## src/rtl/bcd_pkg.sv

```systemverilog
// Shared BCD definitions for the countdown timer and its digit slices.
// Holds the digit width, the largest legal digit, the FSM states and a digit-valid helper.
package bcd_pkg;

  localparam int BCD_DIGIT_W = 4;
  localparam logic [BCD_DIGIT_W-1:0] BCD_MAX = 4'd9;

  typedef enum logic [1:0] {
    IDLE  = 2'd0,
    RUN   = 2'd1,
    PAUSE = 2'd2
  } state_e;

  function automatic logic digit_valid(
    input logic [BCD_DIGIT_W-1:0] d
  );
    return d <= BCD_MAX;
  endfunction

endpackage

```

## src/rtl/bcd_down_digit.sv

```systemverilog
// One BCD digit of the down-counter: decrement on borrow-in.
// Wraps 0 to 9 on a borrow and passes the borrow to the next digit up.
module bcd_down_digit
  import bcd_pkg::*;
(
  input  logic [BCD_DIGIT_W-1:0] digit_in,
  input  logic                   borrow_in,
  output logic [BCD_DIGIT_W-1:0] digit_out,
  output logic                   borrow_out
);

  logic at_zero;

  assign at_zero    = (digit_in == '0);
  assign borrow_out = at_zero & borrow_in;

  always_comb begin
    digit_out = digit_in;
    if (borrow_in) begin
      if (at_zero) begin
        digit_out = BCD_MAX;
      end else begin
        digit_out = digit_in - 4'd1;
      end
    end
  end

endmodule

```

## src/rtl/bcd_down_timer.sv

```systemverilog
// Loadable multi-digit BCD countdown timer with pause/resume.
// Stops at zero or reloads the last preset, pulsing done on expiry.
module bcd_down_timer
  import bcd_pkg::*;
#(
  parameter int DIGITS      = 4,
  parameter int AUTO_RELOAD = 0
) (
  input  logic                          clk,
  input  logic                          rst_n,
  input  logic                          tick,
  input  logic                          load,
  input  logic [DIGITS*BCD_DIGIT_W-1:0] load_value,
  input  logic                          start,
  input  logic                          pause,
  output logic [DIGITS*BCD_DIGIT_W-1:0] count,
  output logic                          running,
  output logic                          zero,
  output logic                          done,
  output logic                          load_err
);

  localparam int W = DIGITS * BCD_DIGIT_W;

  state_e       state_q, state_d;
  logic [W-1:0] count_q, count_d;
  logic [W-1:0] preset_q, preset_d;
  logic         done_q, done_d;
  logic         load_err_q, load_err_d;

  logic [W-1:0]    dec_value;
  logic [DIGITS:0] borrow;
  logic            tick_en;
  logic            load_ok;
  logic            is_one;
  logic            is_zero;

  assign tick_en   = tick & (state_q == RUN)
                   & ~load & ~pause;
  assign borrow[0] = tick_en;

  for (genvar i = 0; i < DIGITS; i++) begin : g_digit
    bcd_down_digit u_digit (
      .digit_in   (count_q[i*BCD_DIGIT_W +: BCD_DIGIT_W]),
      .borrow_in  (borrow[i]),
      .digit_out  (dec_value[i*BCD_DIGIT_W +: BCD_DIGIT_W]),
      .borrow_out (borrow[i+1])
    );
  end

  always_comb begin
    load_ok = 1'b1;
    for (int i = 0; i < DIGITS; i++) begin
      if (!digit_valid(load_value[i*BCD_DIGIT_W +: BCD_DIGIT_W])) begin
        load_ok = 1'b0;
      end
    end
  end

  assign is_zero = (count_q == '0);
  assign is_one  = (count_q == W'(1));

  // A borrow out of the top digit means count was 0: never wrap below zero.
  always_comb begin
    state_d    = state_q;
    count_d    = count_q;
    preset_d   = preset_q;
    done_d     = 1'b0;
    load_err_d = 1'b0;
    if (load) begin
      if (load_ok) begin
        count_d  = load_value;
        preset_d = load_value;
        state_d  = IDLE;
      end else begin
        load_err_d = 1'b1;
      end
    end else if (pause) begin
      if (state_q == RUN) begin
        state_d = PAUSE;
      end
    end else if (start && state_q != RUN) begin
      if (!is_zero) begin
        state_d = RUN;
      end
    end else if (tick_en && !borrow[DIGITS]) begin
      if (is_one) begin
        done_d = 1'b1;
        if (AUTO_RELOAD != 0) begin
          count_d = preset_q;
        end else begin
          count_d = '0;
          state_d = IDLE;
        end
      end else begin
        count_d = dec_value;
      end
    end
  end

  always_ff @(posedge clk) begin
    if (!rst_n) begin
      state_q    <= IDLE;
      count_q    <= '0;
      preset_q   <= '0;
      done_q     <= 1'b0;
      load_err_q <= 1'b0;
    end else begin
      state_q    <= state_d;
      count_q    <= count_d;
      preset_q   <= preset_d;
      done_q     <= done_d;
      load_err_q <= load_err_d;
    end
  end

  assign count    = count_q;
  assign running  = (state_q == RUN);
  assign zero     = is_zero;
  assign done     = done_q;
  assign load_err = load_err_q;

endmodule

```

## config.mk

```make
export PLATFORM = sky130hd
export DESIGN_NAME = bcd_down_timer
export DESIGN_NICKNAME = d
export VERILOG_FILES = /design/src/rtl/bcd_pkg.sv /design/src/rtl/bcd_down_digit.sv /design/src/rtl/bcd_down_timer.sv
export SDC_FILE = /design/constraint.sdc
export NUM_CORES = 1
export LEC_CHECK = 0
export CORE_ASPECT_RATIO = 0.9
export CORE_MARGIN = 8
export CORE_UTILIZATION = 38
export CTS_CLUSTER_SIZE = 25
export DETAILED_ROUTE_END_ITERATION = 8
export PLACE_DENSITY = 0.68
export SETUP_SLACK_MARGIN = 0.1
export SYNTH_ARGS = -nofsm -noshare
export SYNTH_HDL_FRONTEND = slang
export SYNTH_SLANG_ARGS = --single-unit
export TNS_END_PERCENT = 100
```

## constraint.sdc

```tcl
create_clock -name clk -period 5.1 [get_ports clk]
set_clock_uncertainty 0.05 [all_clocks]
set_input_delay 0.51 -clock clk [delete_from_list [all_inputs] [get_ports clk]]
set_output_delay 0.51 -clock clk [all_outputs]
set_load 0.02 [all_outputs]
```

Word level (Yosys, flattened, before mapping)
Index checks and enable logic that the tools add are counted.
W data, S select, Z words.
{"block": "classes", "reduce_logical": 22, "shifts": 0, "order_cmp": 4, "multipliers": 0, "div": 0, "n_mux": 28, "n_addsub": 4, "bitwise": 11, "eq_ne": 8}
{"op": "$mux W16", "n": 6}
{"op": "$mux W4", "n": 8}
{"op": "$reduce_and A5 Y1", "n": 5}
{"op": "$eq A16 B1 Y1 const B", "n": 1}
{"op": "$le A4 B4 Y1 const B", "n": 4}
{"op": "$logic_not A16 Y1", "n": 1}
{"op": "$logic_not A4 Y1", "n": 4}
{"op": "$mux W2", "n": 8}
{"op": "$sub A4 B1 Y4 const B", "n": 4}
{"op": "$reduce_bool A3 Y1", "n": 4}
{"op": "$reduce_bool A4 Y1", "n": 2}
{"op": "$and A1 B1 Y1", "n": 7}
{"op": "$mux W1", "n": 6}
{"op": "$reduce_or A5 Y1", "n": 1}
{"op": "$ne A2 B1 Y1 const B", "n": 2}
{"op": "$ne A2 B2 Y1 const B", "n": 2}
{"op": "$ne A4 B4 Y1 const B", "n": 1}
{"op": "$not A1 Y1", "n": 4}
{"op": "$ne A3 B2 Y1 const B", "n": 1}
{"op": "$eq A2 B1 Y1 const B", "n": 1}
{"op": "$logic_and A1 B1 Y1", "n": 2}
{"op": "$reduce_and A2 Y1", "n": 1}
{"op": "$reduce_bool A2 Y1", "n": 1}
{"op": "$logic_not A1 Y1", "n": 1}
{"block": "word_totals", "n_memories": 0, "ff_bits": 20, "latchBits": 0, "romBits": 0, "ram_bits": 0, "elab_cells": 84}

Longest topological paths before layout
{"block": "depth", "word_depth": 14, "depth_mapped": 7, "mapped_depth_nobuf": 6}

Cells and area by module
Synthesis repeated with hierarchy kept, for this count alone.
{"block": "hier_totals", "hier_cells": 156, "area_unflattened_um2": 1260.0}
{"module": "bcd_down_timer", "instances": 1, "cells_each": 112, "seq_area_each_um2": 400.4, "area_per_inst_um2": 944.7}
{"module": "bcd_down_digit", "instances": 4, "cells_each": 11, "seq_area_each_um2": 0.0, "area_per_inst_um2": 78.8}

Worst setup path after synthesis
OpenSTA, ideal clock, no wires.
{"block": "synth_path", "path_kind": "reg2reg", "startpoint": "register count_q[2], in the netlist count[2]", "endpoint": "register count_q[9], in the netlist count[9]", "required_time_ps": 4978, "path_buffers": 1, "path_slack_ps": 2746, "synth_period_minus_slack_ps": 2354, "setup_time_ps": 72, "path_stages_with_launch": 7, "arrival_time_ps": 2232, "path_cell_list": "dfxtp_1 -> or4_1 -> nor4_4 -> o22ai_2 -> buf_2 -> nand2_1 -> mux2i_1"}
{"block": "synth_between", "elab_chain_cells": 9, "elab_cells_between_ends": 16, "classes_between": "eq/ne: 1; mux: 5; bitwise: 4; reduce/logical: 6"}
{"element": "start, declared", "line": "bcd_down_timer.sv:26", "rtl": "logic [W-1:0] count_q, count_d;"}
{"element": "start signal, assigned", "line": "bcd_down_timer.sv:110", "rtl": "count_q <= count_d;"}
{"element": "$logic_not A4 Y1", "line": "bcd_down_digit.sv:14", "rtl": "assign at_zero = (digit_in == '0);"}
{"element": "$and A1 B1 Y1 (4 in a row)", "line": "bcd_down_digit.sv:15", "rtl": "assign borrow_out = at_zero & borrow_in;"}
{"element": "$logic_not A1 Y1", "line": "bcd_down_timer.sv:86", "rtl": "end else if (tick_en && !borrow[DIGITS]) begin"}
{"element": "$logic_and A1 B1 Y1", "line": "bcd_down_timer.sv:86"}
{"element": "$reduce_bool A2 Y1 (no source line)"}
{"element": "$reduce_and A5 Y1 (no source line)"}
Several ways; a longest one is shown, not always the timed one. The select of a mux whose other input is x is not followed.
A chain may end at the register's enable or synchronous reset.

Final worst setup path
{"block": "layout_path", "startpoint": "register count_q[8], in the netlist count[8]", "endpoint": "output port zero"}
{"block": "layout_between", "elab_chain_cells": 1}
{"element": "$logic_not A16 Y1", "line": "bcd_down_timer.sv:60", "rtl": "assign is_zero = (count_q == '0);"}
{"element": "end, declared", "line": "bcd_down_timer.sv:18", "rtl": "output logic zero,"}
No other way between the ends.

==> summary.md <==
| Metric | Value |
|---|---|
| Status | `completed` |
| Filler Cells Inserted | `approximately 350` |
| Die Span Y | `approximately 71 um` |
| Setup violators final | `0` |
| Type of the worst setup path | `reg -> out` |
| Largest net degree at the start of global routing | `24` |
| Initial antenna violation count | `0` |
| Nets@finish | `roughly 230` |
| Cts bufs inserted | `3` |
| WL final | `between 3000 and 4000 um` |
| Post-CTS Setup Bufs | `0` |
| TritonCTS clock tree | `built` |
| Max cap viols | `0` |
| Critical path peak fanout | `8` |
| Count leader, synth | `nand2_1` |
| Final hold vios | `0` |
| Synth Warn # | `0` |
| Total GRT Usage | `between 10% and 20%` |
| Vias in the first global route | `1366` |
| Avg Vias per Cell | `between 5 and 6` |
| Clock Path Buffers | `2` |
| Global-route wire length before repair | `approximately 6400 um` |
| Top post-synthesis cells by count | `nand2_1, dfxtp_1, o21ai_0` |
| H-tree levels | `1` |
| Top-area cell type share of the netlist area | `a little under a third` |
| Share of post-route cells with drive strength above 1 | `between 7 and 8%` |
| Max IR drop VDD | `slightly above 0.09 mV` |
| Initial DRT Pass Iterations | `4` |
| Post-DP HPWL | `around 2900 um` |
| Max Clock Freq | `339 MHz` |
| Max_slew headroom | `46.1%` |
| Core area | `~3300 um^2` |
| PD cells | `around 230 nW/um^2` |
| Average cell area after synthesis | `7.78 um^2` |
| Leakage | `~0.64 nW` |
| Period utilisation layout | `between 50% and 60%` |
| Synthesized area | `between 1000 and 1500 um^2` |
| Port bufs | `just over 40` |
| TNS Setup | `0 ns` |
| Clk Latency, worst-skew pair | `approximately 0.26 ns` |
| Post-Layout Inst Area | `1770 um^2` |
| Async S/R FF share, synth | `0%` |
| Die X | `approximately 77 um` |
| Yosys reg bits | `20` |
| GP Congestion | `~0.84` |
| Total Die Area | `roughly 5500 um^2` |
| FP Rows | `20` |
| Hold WC Path Type | `reg -> reg` |
| Min Hold Slack | `0.455 ns` |
| DP Area | `about 1700 um^2` |
| Clk sinks | `20` |
| Reg clk slew, reported paths | `approximately 0.070 ns` |
| CP Data Required Time | `approximately 4.5 ns` |
| DR iter-0 viols | `112` |
| Worst-Margin Slew | `0.807 ns` |
| Synth Instances | `approximately 170` |
| Dominant synthesized flop cell | `dfxtp_1` |
| Post-synth EDFFs | `0` |
| Initial Utilization | `39.1%` |
| Wire length per cell | `15.3 um` |
| Clock period minus worst slack | `2.95 ns` |
| Yosys top cell by area | `dfxtp_1` |
| Resized Gates After CTS | `0` |
| Hold buffers post-CTS | `0` |
| Antenna Cells | `0` |
| RSZ-0062 raised after global routing | `no` |
| Syn nets | `188` |
| Max-slew violations | `0` |
| Synthesis-to-finish area growth | `37.0%` |
| Netlist cell types | `37` |
| Arr. time, crit path | `about 2.4 ns` |
| Clock root cell | `clkbuf_8` |
| Routed Antenna Nets | `0` |
| Top cells by area, synth | `dfxtp_1, mux2i_1, nand2_1, o21ai_0, a21oi_1` |
| Remaining Overflow, GRT | `0` |
| DRC | `0` |
| Total I/O pin count | `42` |
| Vias | `about 1400` |
| Sequential-to-total area share from yosys stat | `between 30% and 40%` |
| Crit end category | `output pin` |
| Crit start category | `register` |
-- flip-flops by register name, summed over array words and instances (netlist names) --
name / cells
done: 1
load_err: 1
count: 16
state_q: 2
-- cell type report --
| type | count | area [um^2] | area share [%] |
|---|---|---|---|
| Multi-Input combinational cell | 136 | 851 | 48.1 |
| Timing Repair Buffer | 41 | 410 | 23.2 |
| Sequential cell | 20 | 400 | 22.6 |
| Tap cell | 44 | 55.1 | 3.11 |
| Clock buffer | 3 | 41.3 | 2.33 |
| Inverter | 3 | 11.3 | 0.636 |
-- final timing paths --
| path | cells after the start | end | start | slack, ns |
|---|---|---|---|---|
| max reg2reg | 5 | count[15] | count[8] | 2.70 |
| max | 3 | zero | count[8] | 2.15 |
| min | 2 | state_q[1] | state_q[1] | 0.45 |
| min reg2reg | 2 | state_q[1] | state_q[1] | 0.45 |
-- worst max-delay path, stage by stage (launching register included) --
cell and delay (ns):
dfxtp_1 0.38, or4_1 0.70, nor4_4 0.38, clkdlybuf4s50_1 0.67
-- stage by stage --
stage                     total power [mW]  std cells  worst slack (ns)  util, %
after global placement               0.297        244              2.10     52.3
after global routing                 0.421        247              2.05     53.6
final                                0.401        247              2.15     53.6
after detailed placement             0.299        244              2.00     52.3
after CTS                            0.402        247              2.15     53.6
after floorplan                      0.251        166              2.75        -
-- where the power goes --
part           internal, mW  total [mW]  switching, mW
combinational        0.0595       0.125         0.0653
sequential            0.162       0.171        0.00879
clock                0.0526       0.105         0.0528
total                 0.274       0.401          0.127
-- placed cells by master, fill, tap and decap left out, types with 2 or more instances in the layout --
cell	n
clkdlybuf4s50_1	41
a311oi_1	4
mux2i_1	11
dfxtp_1	20
and2_1	4
nand3_2	2
o21a_1	2
o21ai_0	17
o211ai_1	6
or4_1	3
and3_1	2
nor3_1	3
nor2_1	13
nand2b_1	3
nand3_1	8
clkbuf_8	3
a21oi_1	16
or2_2	2
or4_4	3
nand2_1	23
-- metal layers --
layer	wire length (um)	global-route usage (%)	vias up
li1	-	-	691
met1	1710	16.1	662
met2	1770	22.7	37
met3	251	4.13	6
met4	45	6.07	0
met5	0	0	-
-- cell families after synthesis --
| logic type | count (synthesis) | synth area share, % |
|---|---|---|
| AND/OR/NAND/NOR | 72 | 30.6 |
| AO/OA/AOI/OAI | 53 | 26.7 |
| flip-flops | 20 | 31.0 |
| multiplexers | 11 | 8.53 |
| buffers and inverters | 10 | 3.10 |
(Power assumes the default switching activity.)
